## src/rtl/imm_ext_pkg.sv

```systemverilog
// Shared types for the ID-stage immediate controller: extension modes, opcodes,
// FSM state encoding and the decoded entry held in the main/skid registers.
package imm_ext_pkg;

    localparam int XLEN_P  = 32;
    localparam int IMM_W_P = 16;

    typedef enum logic [1:0] {
        MODE_SIGN   = 2'b00,
        MODE_ZERO   = 2'b01,
        MODE_LUI    = 2'b10,
        MODE_BRANCH = 2'b11
    } mode_e;

    localparam logic [5:0] OP_BEQ   = 6'b000100;
    localparam logic [5:0] OP_BNE   = 6'b000101;
    localparam logic [5:0] OP_ADDI  = 6'b001000;
    localparam logic [5:0] OP_ADDIU = 6'b001001;
    localparam logic [5:0] OP_SLTI  = 6'b001010;
    localparam logic [5:0] OP_SLTIU = 6'b001011;
    localparam logic [5:0] OP_ANDI  = 6'b001100;
    localparam logic [5:0] OP_ORI   = 6'b001101;
    localparam logic [5:0] OP_XORI  = 6'b001110;
    localparam logic [5:0] OP_LUI   = 6'b001111;
    localparam logic [5:0] OP_LW    = 6'b100011;
    localparam logic [5:0] OP_SW    = 6'b101011;

    typedef enum logic [1:0] {
        ST_EMPTY = 2'b00,
        ST_FULL  = 2'b01,
        ST_SKID  = 2'b10
    } state_e;

    typedef struct packed {
        logic [XLEN_P-1:0] imm;
        mode_e             mode;
        logic              uses_imm;
    } entry_t;

    localparam entry_t ENTRY_NONE = '{imm: '0, mode: MODE_SIGN, uses_imm: 1'b0};

endpackage

```

## src/rtl/imm_ext_dec.sv

```systemverilog
// Combinational opcode decoder: maps an opcode and its 16-bit immediate field
// to the extended immediate, extension mode and uses-immediate flag.
module imm_ext_dec
    import imm_ext_pkg::*;
(
    input  logic [5:0]         opcode_i,
    input  logic [IMM_W_P-1:0] imm_i,
    output entry_t             entry_o
);

    always_comb begin
        entry_o = ENTRY_NONE;
        case (opcode_i)
            OP_ADDI, OP_ADDIU, OP_SLTI, OP_SLTIU, OP_LW, OP_SW: begin
                entry_o.imm      = {{(XLEN_P-IMM_W_P){imm_i[IMM_W_P-1]}}, imm_i};
                entry_o.mode     = MODE_SIGN;
                entry_o.uses_imm = 1'b1;
            end
            OP_ANDI, OP_ORI, OP_XORI: begin
                entry_o.imm      = {{(XLEN_P-IMM_W_P){1'b0}}, imm_i};
                entry_o.mode     = MODE_ZERO;
                entry_o.uses_imm = 1'b1;
            end
            OP_LUI: begin
                entry_o.imm      = {imm_i, {(XLEN_P-IMM_W_P){1'b0}}};
                entry_o.mode     = MODE_LUI;
                entry_o.uses_imm = 1'b1;
            end
            OP_BEQ, OP_BNE: begin
                // Word offset: sign-extended and shifted left by two.
                entry_o.imm      = {{(XLEN_P-IMM_W_P-2){imm_i[IMM_W_P-1]}}, imm_i, 2'b00};
                entry_o.mode     = MODE_BRANCH;
                entry_o.uses_imm = 1'b1;
            end
            default: begin
                entry_o = ENTRY_NONE;
            end
        endcase
    end

endmodule

```

## src/rtl/imm_ext_ctrl.sv

```systemverilog
// ID-stage immediate controller with a 2-entry skid buffer toward ID/EX.
// Define IMM_EXT_CNT_EN to add the saturating accepted-instruction counter acc_cnt.
module imm_ext_ctrl
    import imm_ext_pkg::*;
#(
    parameter int XLEN  = 32,
    parameter int IMM_W = 16,
    parameter int CNT_W = 16
) (
    input  logic             clk,
    input  logic             rst_n,
    input  logic             flush,
    input  logic             in_valid,
    output logic             in_ready,
    input  logic [31:0]      in_instr,
    output logic             out_valid,
    input  logic             out_ready,
    output logic [XLEN-1:0]  out_imm,
    output logic [1:0]       out_mode,
    output logic             out_uses_imm,
`ifdef IMM_EXT_CNT_EN
    output logic [CNT_W-1:0] acc_cnt,
`endif
    output state_e           dbg_state
);

    // Handshake: a beat moves on in_valid & in_ready (accept) and on
    // out_valid & out_ready (pop); in_ready is a function of state only.

    state_e state_q, state_d;
    entry_t m_q, m_d;
    entry_t s_q, s_d;
    entry_t dec_entry;
    logic   accept;
    logic   pop;

    imm_ext_dec u_dec (
        .opcode_i (in_instr[31:26]),
        .imm_i    (in_instr[IMM_W-1:0]),
        .entry_o  (dec_entry)
    );

    logic unused_instr_bits;
    assign unused_instr_bits = ^in_instr[25:IMM_W];

    assign in_ready     = (state_q != ST_SKID);
    assign out_valid    = (state_q != ST_EMPTY);
    assign out_imm      = m_q.imm[XLEN-1:0];
    assign out_mode     = m_q.mode;
    assign out_uses_imm = m_q.uses_imm;
    assign dbg_state    = state_q;

    assign accept = in_valid & in_ready;
    assign pop    = out_valid & out_ready;

    always_comb begin
        state_d = state_q;
        m_d     = m_q;
        s_d     = s_q;
        if (flush) begin
            // Squash wins over everything; a pop this cycle has already completed.
            state_d = ST_EMPTY;
        end else begin
            case (state_q)
                ST_EMPTY: begin
                    if (accept) begin
                        m_d     = dec_entry;
                        state_d = ST_FULL;
                    end
                end
                ST_FULL: begin
                    if (accept && pop) begin
                        m_d = dec_entry;
                    end else if (accept) begin
                        s_d     = dec_entry;
                        state_d = ST_SKID;
                    end else if (pop) begin
                        state_d = ST_EMPTY;
                    end
                end
                ST_SKID: begin
                    if (pop) begin
                        m_d     = s_q;
                        state_d = ST_FULL;
                    end
                end
                default: begin
                    state_d = ST_EMPTY;
                end
            endcase
        end
    end

    always_ff @(posedge clk or negedge rst_n) begin
        if (!rst_n) begin
            state_q <= ST_EMPTY;
            m_q     <= ENTRY_NONE;
            s_q     <= ENTRY_NONE;
        end else begin
            state_q <= state_d;
            m_q     <= m_d;
            s_q     <= s_d;
        end
    end

`ifdef IMM_EXT_CNT_EN
    logic [CNT_W-1:0] cnt_q, cnt_d;

    always_comb begin
        cnt_d = cnt_q;
        if (accept && !flush && (cnt_q != {CNT_W{1'b1}})) begin
            cnt_d = cnt_q + 1'b1;
        end
    end

    always_ff @(posedge clk or negedge rst_n) begin
        if (!rst_n) begin
            cnt_q <= '0;
        end else begin
            cnt_q <= cnt_d;
        end
    end

    assign acc_cnt = cnt_q;
`else
    logic [CNT_W-1:0] unused_cnt_w;
    assign unused_cnt_w = '0;
`endif

endmodule

```

## config.mk

```make
export PLATFORM = sky130hd
export DESIGN_NAME = imm_ext_ctrl
export DESIGN_NICKNAME = d
export VERILOG_FILES = /design/src/rtl/imm_ext_pkg.sv /design/src/rtl/imm_ext_dec.sv /design/src/rtl/imm_ext_ctrl.sv
export SDC_FILE = /design/constraint.sdc
export NUM_CORES = 1
export LEC_CHECK = 0
export ABC_AREA = 1
export CAP_MARGIN = 10
export CORE_MARGIN = 2
export CORE_UTILIZATION = 35
export DETAILED_ROUTE_END_ITERATION = 10
export DONT_BUFFER_PORTS = 1
export HOLD_SLACK_MARGIN = 0.06
export PLACE_DENSITY = 0.53
export SETUP_SLACK_MARGIN = 0.02
export SLEW_MARGIN = 0
export SYNTH_ARGS = -nofsm -noshare
export SYNTH_HDL_FRONTEND = slang
export SYNTH_SLANG_ARGS = --single-unit
```

## constraint.sdc

```tcl
create_clock -name clk -period 1.4 [get_ports clk]
set_clock_uncertainty 0.1 [all_clocks]
set_input_delay 0.21 -clock clk [delete_from_list [all_inputs] [get_ports clk]]
set_output_delay 0.21 -clock clk [all_outputs]
set_load 0.03 [all_outputs]
```

==> key figures <==
Run status
  – Status: finished, violations left
  – Failing checks: hold timing, setup timing

Drt
  – Detail Route Antenna Nets: 0
  – Vias: 3,674
  – Residual DRC count: 0
  – Initial DRC count: 182
  – Routed WL per cell: 17.62 µm
  – Final WL: 12,490 µm
  – Vias/cell: 5.182
  – First-pass DRT Iterations: 5

Clock network
  – Clock sink total: 72
  – TritonCTS clock tree: done
  – Cts hold-fix bufs: 19
  – Root buffer cell: clkbuf_8
  – H-tree depth: 3
  – CTS Buf Count: 9
  – Worst-path clk slew: 0.09 ns
  – Clock latency on the worst-skew pair: 0.38 ns
  – Clock buffer depth: 2

Layout
  – Non-filler instance count after layout: 709
  – Reg area: 1804 µm²
  – Fin area: 5454 µm²
  – Fin nets: 605
  – # diodes: 0
  – Commonest non-fill, non-tap cell in the layout: nand2_1
  – Most frequent cells in the layout: nand2_1 (181), dfrtp_1 (70), nand3_1 (48), inv_1 (25), nor2_1 (25)
  – Number of fillers in the final layout: 938
  – Area growth, synth to finish: 46.82%
  – Fin util: 0.5283
  – Layout cell share with drive strength beyond 1: 0.2949
  – Footprint of the multi-input gates: 2041 µm²

Timing
  – Hold Slack: -0.5824 ns
  – Ratio of final minimum period to clock period: 1.149
  – Final setup vio count: 75
  – Final Hold Viols: 72
  – Post-route setup slack: -0.2091 ns
  – Worst slew margin: 0.7283
  – Setup Total Neg Slack: -10.83 ns
  – Max Freq: 621.5 MHz
  – Final Max Slew Viols: 0
  – Worst Tran Pin Value: 0.4075 ns
  – RSZ-0062 raised after global routing: true
  – Fin crit period: 1.609 ns

Power
  – Peak supply drop: 0.4542 mV
  – Pleak: 3.092 nW
  – PD cells: 1159 nW/µm²

Worst setup path
  – Reg-to-reg slack, setup: -0.21 ns
  – WP data required: 1.09 ns
  – Crit-path max FO: 4
  – RR Endpoint: out_imm[20]
  – Crit end category: output pin
  – WS Path Type: reg2out
  – R2R depth: 9
  – Crit path DAT: 1.30 ns
  – Worst R2R Start: dbg_state[0]
  – Nature of the critical path startpoint: register

Global route
  – Pin count of the biggest net entering global routing: 73
  – GRT Residual Overflow: 0
  – Initial antenna violation count: 0
  – Total GRT Usage: 0.2199
  – First-pass GRT wire length: 19,230 µm
  – Vias in the first global route: 3,653

Yosys
  – Post-synthesis adder-cell area fraction: 0
  – Mapped cell area: 3715 µm²
  – Synth Flop Type: dfrtp_1
  – Post-Synth XOR/XNOR Area: 0.002358
  – Mapped Nets: 551
  – Compound-Gate Fraction of Synth Area: 0.07006
  – Seq/Total Area, Yosys: 0.4850
  – Simple-gate area share of the yosys netlist: 0.3712
  – Seq cells post-synth: 72
  – Synth cell types: 23
  – EDFF count, synth: 0
  – Average size of a mapped cell: 7.227 µm²
  – Main combinational cell family by area after synthesis: simple AND/OR/NAND/NOR gates
  – Post-synthesis cell count: 514
  – Synthesis warning total: 0
  – Post-synth ARST share: 1.000
  – Post-synthesis mux area share: 0

Die
  – DIE WIDTH: 107.0 µm
  – Core Rows: 37
  – Die Y: 107.0 µm
  – Core area: 10,320 µm²
  – Top Ports: 76
  – Die ar.: 11,450 µm²
  – Initial Util: 0.3598

Run
  – Total of max-cap violations: 0

Place
  – Cell Area, Placed: 4090 µm²
  – DP Wirelength: 6851 µm
  – Placer Congestion: 0.7740
  – PortBufs: 0
  – DP Cell Count: 648

Min path
  – Worst min path class: in2async
==> kinds of logic after synthesis <==
family / after synthesis
flip-flops: 72
AND/OR/NAND/NOR: 329
XOR/XNOR: 1
buffers and inverters: 62
AO/OA/AOI/OAI: 50
==> per-layer routing <==
layer  global-route usage  share of wire  vias to the layer above
met3              0.04012          0.061                       24
met4               0.1002          0.022                        0
met5                    0              0                        -
met2               0.3486           0.49                      112
li1                     -              -                     1761
met1               0.2917           0.43                     1777
==> what timing repair did <==
item	in CTS	in global routing
hold endpoints to repair	129	72
pin swaps	12	28
gates cloned	9	6
gates resized for setup	54	115
setup endpoints to repair	57	75
setup buffers	13	1
==> report_power, final <==
group          switching (W)  internal (W)  total [W]
clock network       0.000891       0.00101    0.00190
registers           0.000490       0.00248    0.00297
logic               0.000787      0.000661    0.00145
total                0.00217       0.00416    0.00632
==> synth_stat cells (2+ instances only) <==
library cell / number / share of area
buf_1: 3 / 0.0030
nor2_1: 32 / 0.032
nand3_1: 48 / 0.065
nor2_4: 2 / 0.0061
a21oi_1: 22 / 0.030
nor2_2: 2 / 0.0034
buf_4: 2 / 0.0040
inv_1: 30 / 0.030
dfrtp_1: 72 / 0.49
o21ai_1: 6 / 0.0081
nand4_1: 21 / 0.035
nand2_1: 221 / 0.22
clkbuf_1: 9 / 0.0091
inv_2: 2 / 0.0020
buf_2: 14 / 0.019
o21ai_0: 20 / 0.027
nand2_2: 2 / 0.0034
==> cell type report <==
type,count,area share
repair buffers,71,0.1964
flip-flops and latches,72,0.3308
clock buffers,10,0.02340
multi-input cells,380,0.3742
inverters,33,0.02501
repair inverters,1,0.002065
clock inverters,6,0.01698
well taps,136,0.03120
==> per-stage QoR <==
step	setup WS, ns	power [W]
after global routing	-0.2547	0.006636
after CTS	-0.2262	0.006103
after detailed placement	-0.07391	0.003883
after global placement	-0.04453	0.003851
final	-0.2091	0.006323
after floorplan	-0.03468	0.003607
==> critical path, cell delays in order, from the launching register on <==
cell	delay, ns
dfrtp_2	0.44
inv_2	0.06
nand2_2	0.05
buf_6	0.12
buf_12	0.12
buf_8	0.12
==> state kept, by name, summed over array words and instances (netlist names) <==
register,flops
s_q,35
out_imm,32
dbg_state,2
out_mode,2
out_uses_imm,1
==> worst max path at each step <==
stage,startpoint,end,slack [ns]
2_1_floorplan,dbg_state[1],s_q[25],-0.03
3_3_place_gp,dbg_state[1],dbg_state[0],-0.04
3_5_place_dp,dbg_state[1],dbg_state[0],-0.07
4_1_cts,dbg_state[0],in_ready,-0.23
5_1_grt,dbg_state[0],in_ready,-0.25
6_report,dbg_state[0],in_ready,-0.21
Note: power is estimated with default switching activity, not from simulation.
